===== src/rtl/muldiv_pkg.sv =====
// muldiv_pkg: shared op codes, FSM states and defaults for the HI/LO multiply/divide unit
package muldiv_pkg;
    localparam int DEFAULT_WIDTH = 32;
    localparam logic [2:0] OP_MULTU = 3'd0;
    localparam logic [2:0] OP_MULT  = 3'd1;
    localparam logic [2:0] OP_DIVU  = 3'd2;
    localparam logic [2:0] OP_DIV   = 3'd3;
    localparam logic [2:0] OP_MTHI  = 3'd4;
    localparam logic [2:0] OP_MTLO  = 3'd5;
    typedef enum logic [1:0] {IDLE, MUL, DIV, FIX} state_t;
    typedef enum logic {MODE_MUL, MODE_DIV} mode_t;
endpackage


===== src/rtl/muldiv_step.sv =====
// muldiv_step: one shift-add (multiply) or restoring shift-subtract (divide) iteration
module muldiv_step import muldiv_pkg::*; #(
    parameter int WIDTH = DEFAULT_WIDTH
) (
    input  mode_t             mode,
    input  logic [WIDTH-1:0]  acc,
    input  logic [WIDTH-1:0]  low,
    input  logic [WIDTH-1:0]  operand,
    output logic [WIDTH-1:0]  acc_next,
    output logic [WIDTH-1:0]  low_next
);
    logic [WIDTH:0]   sum;
    logic [WIDTH:0]   shifted;
    logic [WIDTH-1:0] diff;
    logic             fits;
    always_comb begin
        sum      = {1'b0, acc} + {1'b0, low[0] ? operand : {WIDTH{1'b0}}};
        shifted  = {acc, low[WIDTH-1]};
        fits     = shifted >= {1'b0, operand};
        diff     = shifted[WIDTH-1:0] - operand;
        acc_next = mode == MODE_DIV ? (fits ? diff : shifted[WIDTH-1:0]) : sum[WIDTH:1];
        low_next = mode == MODE_DIV ? {low[WIDTH-2:0], fits} : {sum[0], low[WIDTH-1:1]};
    end
endmodule


===== src/rtl/muldiv_unit.sv =====
// muldiv_unit: iterative MIPS-style MULT/DIV with HI/LO registers and MTHI/MTLO moves
module muldiv_unit import muldiv_pkg::*; #(
    parameter int WIDTH = DEFAULT_WIDTH
) (
    input  logic              clock,
    input  logic              reset,
    input  logic              start,
    input  logic [2:0]        op,
    input  logic [WIDTH-1:0]  opA,
    input  logic [WIDTH-1:0]  opB,
    output logic              busy,
    output logic              done,
    output logic [WIDTH-1:0]  hi,
    output logic [WIDTH-1:0]  lo
);
    localparam int CW = $clog2(WIDTH) + 1;
    state_t             state, state_n;
    logic [CW-1:0]      count;
    logic [WIDTH-1:0]   acc, low, operand, acc_next, low_next, mag_a, mag_b;
    logic [2*WIDTH-1:0] product;
    logic               sign_a, sign_b, res_neg, rem_neg, div_op;
    muldiv_step #(.WIDTH(WIDTH)) step (
        .mode(state == DIV ? MODE_DIV : MODE_MUL),
        .acc(acc),
        .low(low),
        .operand(operand),
        .acc_next(acc_next),
        .low_next(low_next)
    );
    assign busy = state != IDLE;
    always_comb begin
        sign_a  = op[0] && opA[WIDTH-1];
        sign_b  = op[0] && opB[WIDTH-1];
        mag_a   = sign_a ? -opA : opA;
        mag_b   = sign_b ? -opB : opB;
        product = res_neg ? -{acc, low} : {acc, low};
        state_n = state;
        case (state)
            IDLE:     state_n = !start ? IDLE
                              : (op == OP_MULTU || op == OP_MULT) ? MUL
                              : (op == OP_DIVU || op == OP_DIV) ? DIV : IDLE;
            MUL, DIV: state_n = count == CW'(WIDTH - 1) ? FIX : state;
            default:  state_n = IDLE;
        endcase
    end
    always_ff @(posedge clock) state <= reset ? IDLE : state_n;
    always_ff @(posedge clock) begin
        if (reset) begin
            done    <= 1'b0;
            hi      <= '0;
            lo      <= '0;
            count   <= '0;
            acc     <= '0;
            low     <= '0;
            operand <= '0;
            res_neg <= 1'b0;
            rem_neg <= 1'b0;
            div_op  <= 1'b0;
        end else begin
            done <= state == FIX;
            case (state)
                IDLE: if (start) begin
                    if (op == OP_MTHI) hi <= opA;
                    if (op == OP_MTLO) lo <= opA;
                    // magnitudes are iterated unsigned; signs are re-applied in FIX
                    if (state_n != IDLE) begin
                        count   <= '0;
                        acc     <= '0;
                        low     <= mag_a;
                        operand <= mag_b;
                        res_neg <= sign_a ^ sign_b;
                        rem_neg <= sign_a;
                        div_op  <= state_n == DIV;
                    end
                end
                MUL, DIV: begin
                    acc   <= acc_next;
                    low   <= low_next;
                    count <= count + CW'(1);
                end
                default: begin
                    // divide-by-zero leaves |opA| in acc, so the remainder rule restores opA
                    hi <= div_op ? (rem_neg ? -acc : acc) : product[2*WIDTH-1:WIDTH];
                    lo <= div_op ? (operand == '0 ? '1 : res_neg ? -low : low) : product[WIDTH-1:0];
                end
            endcase
        end
    end
endmodule


===== config.mk =====
export PLATFORM = sky130hd
export DESIGN_NAME = muldiv_unit
export DESIGN_NICKNAME = d
export VERILOG_FILES = /design/src/rtl/muldiv_pkg.sv /design/src/rtl/muldiv_step.sv /design/src/rtl/muldiv_unit.sv
export SDC_FILE = /design/constraint.sdc
export NUM_CORES = 1
export LEC_CHECK = 0
export CORE_UTILIZATION = 53
export DETAILED_ROUTE_END_ITERATION = 12
export PLACE_DENSITY = 0.75
export SLEW_MARGIN = 25
export SYNTH_ARGS = -nofsm -noshare
export SYNTH_HDL_FRONTEND = slang
export SYNTH_SLANG_ARGS = --single-unit

===== constraint.sdc =====
create_clock -name clock -period 3.49 [get_ports clock]
set_clock_uncertainty 0.05 [all_clocks]
set_input_delay 0.8725 -clock clock [delete_from_list [all_inputs] [get_ports clock]]
set_output_delay 0.8725 -clock clock [all_outputs]
set_load 0.05 [all_outputs]

Yosys cells after proc, flatten, opt, wreduce, memory -nomap -nowiden:

Index checks and enable logic that the tools add are counted.
Widths: inputs -> output; s select.

* output and inout port bits: 66
* input port bits: 70
* register bits: 172

* muxes and demuxes: 33
* eq/ne operators: 14
* $lt $le $gt $ge: 1
* $add $sub $neg: 8
* reduce and logical (&&, ||, !) cells: 15
* bitwise gates (word level): 2

Operators by type and width (count)
* $mux 32: 19
* $pmux 32 s2: 4
* $neg 32->32: 4
* $mux 64: 1
* $neg 64->64: 1
* $add 32x32->33: 1
* $ge 33x32->1: 1
* $logic_not 32->1: 1
* $sub 32x32->32: 1
* $mux 6: 2
* $pmux 6 s2: 1
* $reduce_and 3->1: 4
* $mux 2: 4
* $ne 2x2->1 const B: 4
* $add 6x1->6 const B: 1
* $eq 2x2->1 const B: 3
* $eq 3x2->1 const B: 2
* $eq 3x3->1 const B: 2
* $eq 6x5->1 const B: 1
* $reduce_bool 2->1: 3
* $pmux 2 s2: 1
* $eq 3x1->1 const B: 1
* $logic_not 3->1: 1
* $eq 2x1->1 const B: 1
* other kinds (7): 9

Logic depth before layout (Yosys ltp):

* depth after elaboration: 10
* mapped depth: 14
* depth with buffers taken out: 13

By module:

From an unflattened synthesis, not the netlist that was laid out.

* cell total of the unflattened synthesis: 2072
* area total of the unflattened synthesis: 15254.6 um^2

By module, submodules not included
* muldiv_unit: area an instance 10441.3 um^2, cells an instance 1363, times used 1, seq. area each 3443.3 um^2
* muldiv_step: area an instance 4813.4 um^2, cells an instance 709, times used 1, seq. area each 0.0 um^2

Worst setup path after synthesis:

OpenSTA, ideal clock, no wires.

* kind: flip-flop to flip-flop
* from: register low[0]
* to: register acc[29]
* stages on the path, launching flop included: 14
* setup time: 122 ps
* data required time: 3318 ps
* setup slack: 149 ps
* data arrival time: 3170 ps
* buffers on the path: 1
* path through: dfxtp_1 -> inv_1 -> buf_1 -> nor2_1 -> ha_1 -> o211ai_1 -> a21oi_1 -> o41ai_1 -> o21ai_0 -> a41oi_1 -> o21ai_0 -> a31oi_1 -> xnor2_1 -> a221o_1

* word-level cells in the longest chain between the ends: 4

Ends and longest elaborated chain
* from (decl): line muldiv_unit.sv:19 `logic [WIDTH-1:0] acc, low, operand, acc_next, low_next, mag_a, mag_b;`
* from (signal assigned): line muldiv_unit.sv:69 `low <= mag_a;`
* from (signal assigned): line muldiv_unit.sv:78 `low <= low_next;`
* $mux 32: line muldiv_step.sv:17 `sum = {1'b0, acc} + {1'b0, low[0] ? operand : {WIDTH{1'b0}}};`
* $add 32x32->33: line muldiv_step.sv:17
* $mux 32: line muldiv_step.sv:21 `acc_next = mode == MODE_DIV ? (fits ? diff : shifted[WIDTH-1:0]) : sum[WIDTH:1];`
* $pmux 32 s2: line muldiv_unit.sv:61 `case (state)`
* to (signal assigned): line muldiv_unit.sv:77 `acc <= acc_next;`
* to (decl): line muldiv_unit.sv:19

No other way between the ends.
A chain may end at the register's enable or synchronous reset.

Worst setup path after layout:

* from: register low[0]
* to: register acc[25]

Same word-level chain as after synthesis.

==> flow_metrics.env <==
export IMPL_core_sq_um=25980
export IMPL_dp_hpwl_um=38920
export IMPL_area_delta_synth_final_pct=22.58
export IMPL_path_max_fanout=14
export IMPL_drive_gt1_frac=0.1103
export IMPL_placed_cells=2433
export IMPL_dieWidth_um=164.7
export IMPL_report_final_slew_viol_count=0
export IMPL_io_pins=136
export IMPL_vias_per_cell=6.313
export IMPL_tightest_slew_ns=0.8257
export IMPL_synth_nets=2077
export IMPL_slowest_delay_ns=0.42
export IMPL_dieArea_sq_um=27140
export IMPL_hold_class="reg2reg"
export IMPL_synth_most_common_cell="nand2_1"
export IMPL_root_buffer="clkbuf_16"
export IMPL_ant_nets=0
export IMPL_port_buffers=135
export IMPL_ys_seq_area_frac=0.2453
export IMPL_path_delay_family="compound AO/OA/AOI/OAI gates"
export IMPL_required_ns=3.75
export IMPL_remaining_drc_errors=0
export IMPL_crit_type="reg2reg"
export IMPL_yosys_register_bits=172
export IMPL_hold_viol=0
export IMPL_ir_worst_vdd_v=0.0002517
export IMPL_rows=59
export IMPL_wl_per_cell_um=20.69
export IMPL_synth_top_area_cell="dfxtp_1"
export IMPL_syn_inst=1933
export IMPL_fp_dieH_um=164.7
export IMPL_yosysWarnings=0
export IMPL_clkSinkCount=172
export IMPL_finalPower_mw=5.893
export IMPL_synthArstFlopShare=0
export IMPL_cts_buffer_depth=2
export IMPL_critPathLaunchType="register"
export IMPL_totalWireLength_um=51010
export IMPL_grt_pass1_wl_um=78600
export IMPL_syn_area_sq_um=14040
export IMPL_grt_antenna_before_repair=0
export IMPL_fmax_ghz=0.2940
export IMPL_initial_core_util=0.5402
export IMPL_critPathCaptureType="register"
export IMPL_run_status="finished clean"
export IMPL_rsz0062_at_grt="false"
export IMPL_cts_tree="built"
export IMPL_dr_pass1_iters=5
export IMPL_layout_cells_non_filler=2465
export IMPL_grt_max_degree=70
export IMPL_critPathBufInv=3
export IMPL_synth_main_ff_cell="dfxtp_1"
export IMPL_path_clk_slew_ns=0.08
export IMPL_synthTopCellsByArea="dfxtp_1 25%, a21oi_1 7.2%, ha_1 6.4%"
export IMPL_vias=15560
export IMPL_finalCriticalPeriod_ns=3.401
export IMPL_ys_top_cells_by_count="213 x nand2_1, 210 x nor2_1, 202 x a21oi_1"
export IMPL_drt_initial_drc_count=1813
export IMPL_grt_pass1_vias=14550
export IMPL_htreeDepth=4
export IMPL_cts_inserted_buffers=17
export IMPL_insertedDiodeCount=0
export IMPL_power_static_leakage_nw=6.946
export IMPL_cp_slowest_cell="a221oi_1"
export IMPL_routabilityCongestion=0.9755
export IMPL_syn_avg_cell_area_sq_um=7.261
export IMPL_ys_types=74
export IMPL_clock_latency_ns=0.44
export IMPL_worstPathArrival_ns=3.66
export IMPL_overflow=0
export IMPL_power_density_nw_per_um2=342.5
export IMPL_layout_nets=2261
export IMPL_synth_edf_count=0
export IMPL_slew_headroom=0.4489
export IMPL_finalSetupViolCount=0
export IMPL_max_cap_viol_count=0
export IMPL_synth_top_cell_area_share=0.2453
export IMPL_cts_hold_buffers=0
export IMPL_crit_chain="buf_4 > clkinvlp_4 > buf_6 > nor2_1 > ha_1 > a21o_1 > a21o_1 > a21oi_1 > o21ai_0 > a41oi_1 > o211ai_1 > a221oi_1 > xor2_1 > o21ai_0"
export IMPL_track_usage=0.3752
export IMPL_period_share=0.9745
## tightest hold or removal path: cells and delay by family, from the launching register on
kind	cells	cell delay, ns
compound gates	1	0.05
flops	1	0.32
simple gates	1	0.05
## metal layers
metal	part of all wire	vias up	track usage
met2	0.46	839	0.6165
met4	0.065	0	0.2294
met3	0.078	195	0.04771
met5	0	-	0
met1	0.40	7205	0.4666
li1	-	7323	-
## kinds of logic (layout without fill, tap and decap cells)
family / count (synthesis) / in the layout / synth area share
flip-flops: 172 / 172 / 0.2453
AND/OR/NAND/NOR: 626 / 626 / 0.2013
buffers and inverters: 219 / 416 / 0.05981
AO/OA/AOI/OAI: 625 / 625 / 0.2874
XOR/XNOR: 175 / 175 / 0.1092
multiplexers: 42 / 42 / 0.02995
adder cells (fa/ha/maj): 74 / 74 / 0.06703
## cell type report
class | instances | area (sq um)
multi-input cells | 1542 | 9831
inverters | 87 | 330.3
clock inverters | 14 | 138.9
repair buffers | 297 | 2604
fillers | 2287 | 8780
clock buffers | 18 | 439.2
flip-flops and latches | 172 | 3443
well taps | 335 | 419.2
## power breakdown
part	total, mW	switching, mW	leakage [nW]	internal, mW
Sequential	2.13	0.0847	1.40	2.05
Clock	1.96	0.981	0.289	0.976
Combinational	1.80	1.12	5.26	0.685
Total	5.89	2.18	6.95	3.71
## repair_timing
action | CTS | global route
gates resized for setup | 0 | 10
setup buffers | 0 | 0
endpoints found under the setup margin | 0 | 8
## registers in the layout, indices dropped and copies added, names as in the netlist, 2 cells and up
register and flops:
state 2, count 6, low 32, lo 32
operand 32, hi 32, acc 32
## final timing paths
check	endpoint	cells after the start	from	slack, ns
max	acc[25]$_SDFFE_PP0P_	14	low[0]$_SDFFE_PP0P_	0.09
min reg2reg	hi[8]$_SDFFE_PP0P_	2	hi[8]$_SDFFE_PP0P_	0.41
max reg2reg	acc[25]$_SDFFE_PP0P_	14	low[0]$_SDFFE_PP0P_	0.09
min	hi[8]$_SDFFE_PP0P_	2	hi[8]$_SDFFE_PP0P_	0.41
## per-stage QoR
step	setup slack, ns	setup TNS (ns)	utilization	hold WS (ns)	area (sq um)
2_1_floorplan	0.1487	0	-	0.3819	14040
3_3_place_gp	-0.1254	-0.2232	0.6384	0.3927	16590
3_5_place_dp	-0.1201	-0.2842	0.6384	0.3958	16590
4_1_cts	0.09418	0	0.6607	0.4068	17170
5_1_grt	0.006761	0	0.6621	0.4376	17210
6_report	0.08884	0	0.6621	0.4090	17210
## layout by cell type (no fill, tap or decap), drive strengths merged, types with 72 or more instances in the layout
| cell type | instances |
|---|---|
| inv | 95 |
| nand2 | 213 |
| ha | 72 |
| buf | 164 |
| xnor2 | 99 |
| o21ai | 115 |
| nor2 | 210 |
| a21oi | 204 |
| xor2 | 76 |
| dfxtp | 172 |
| clkdlybuf4s50 | 133 |
Power figures use the tool's default switching activity.
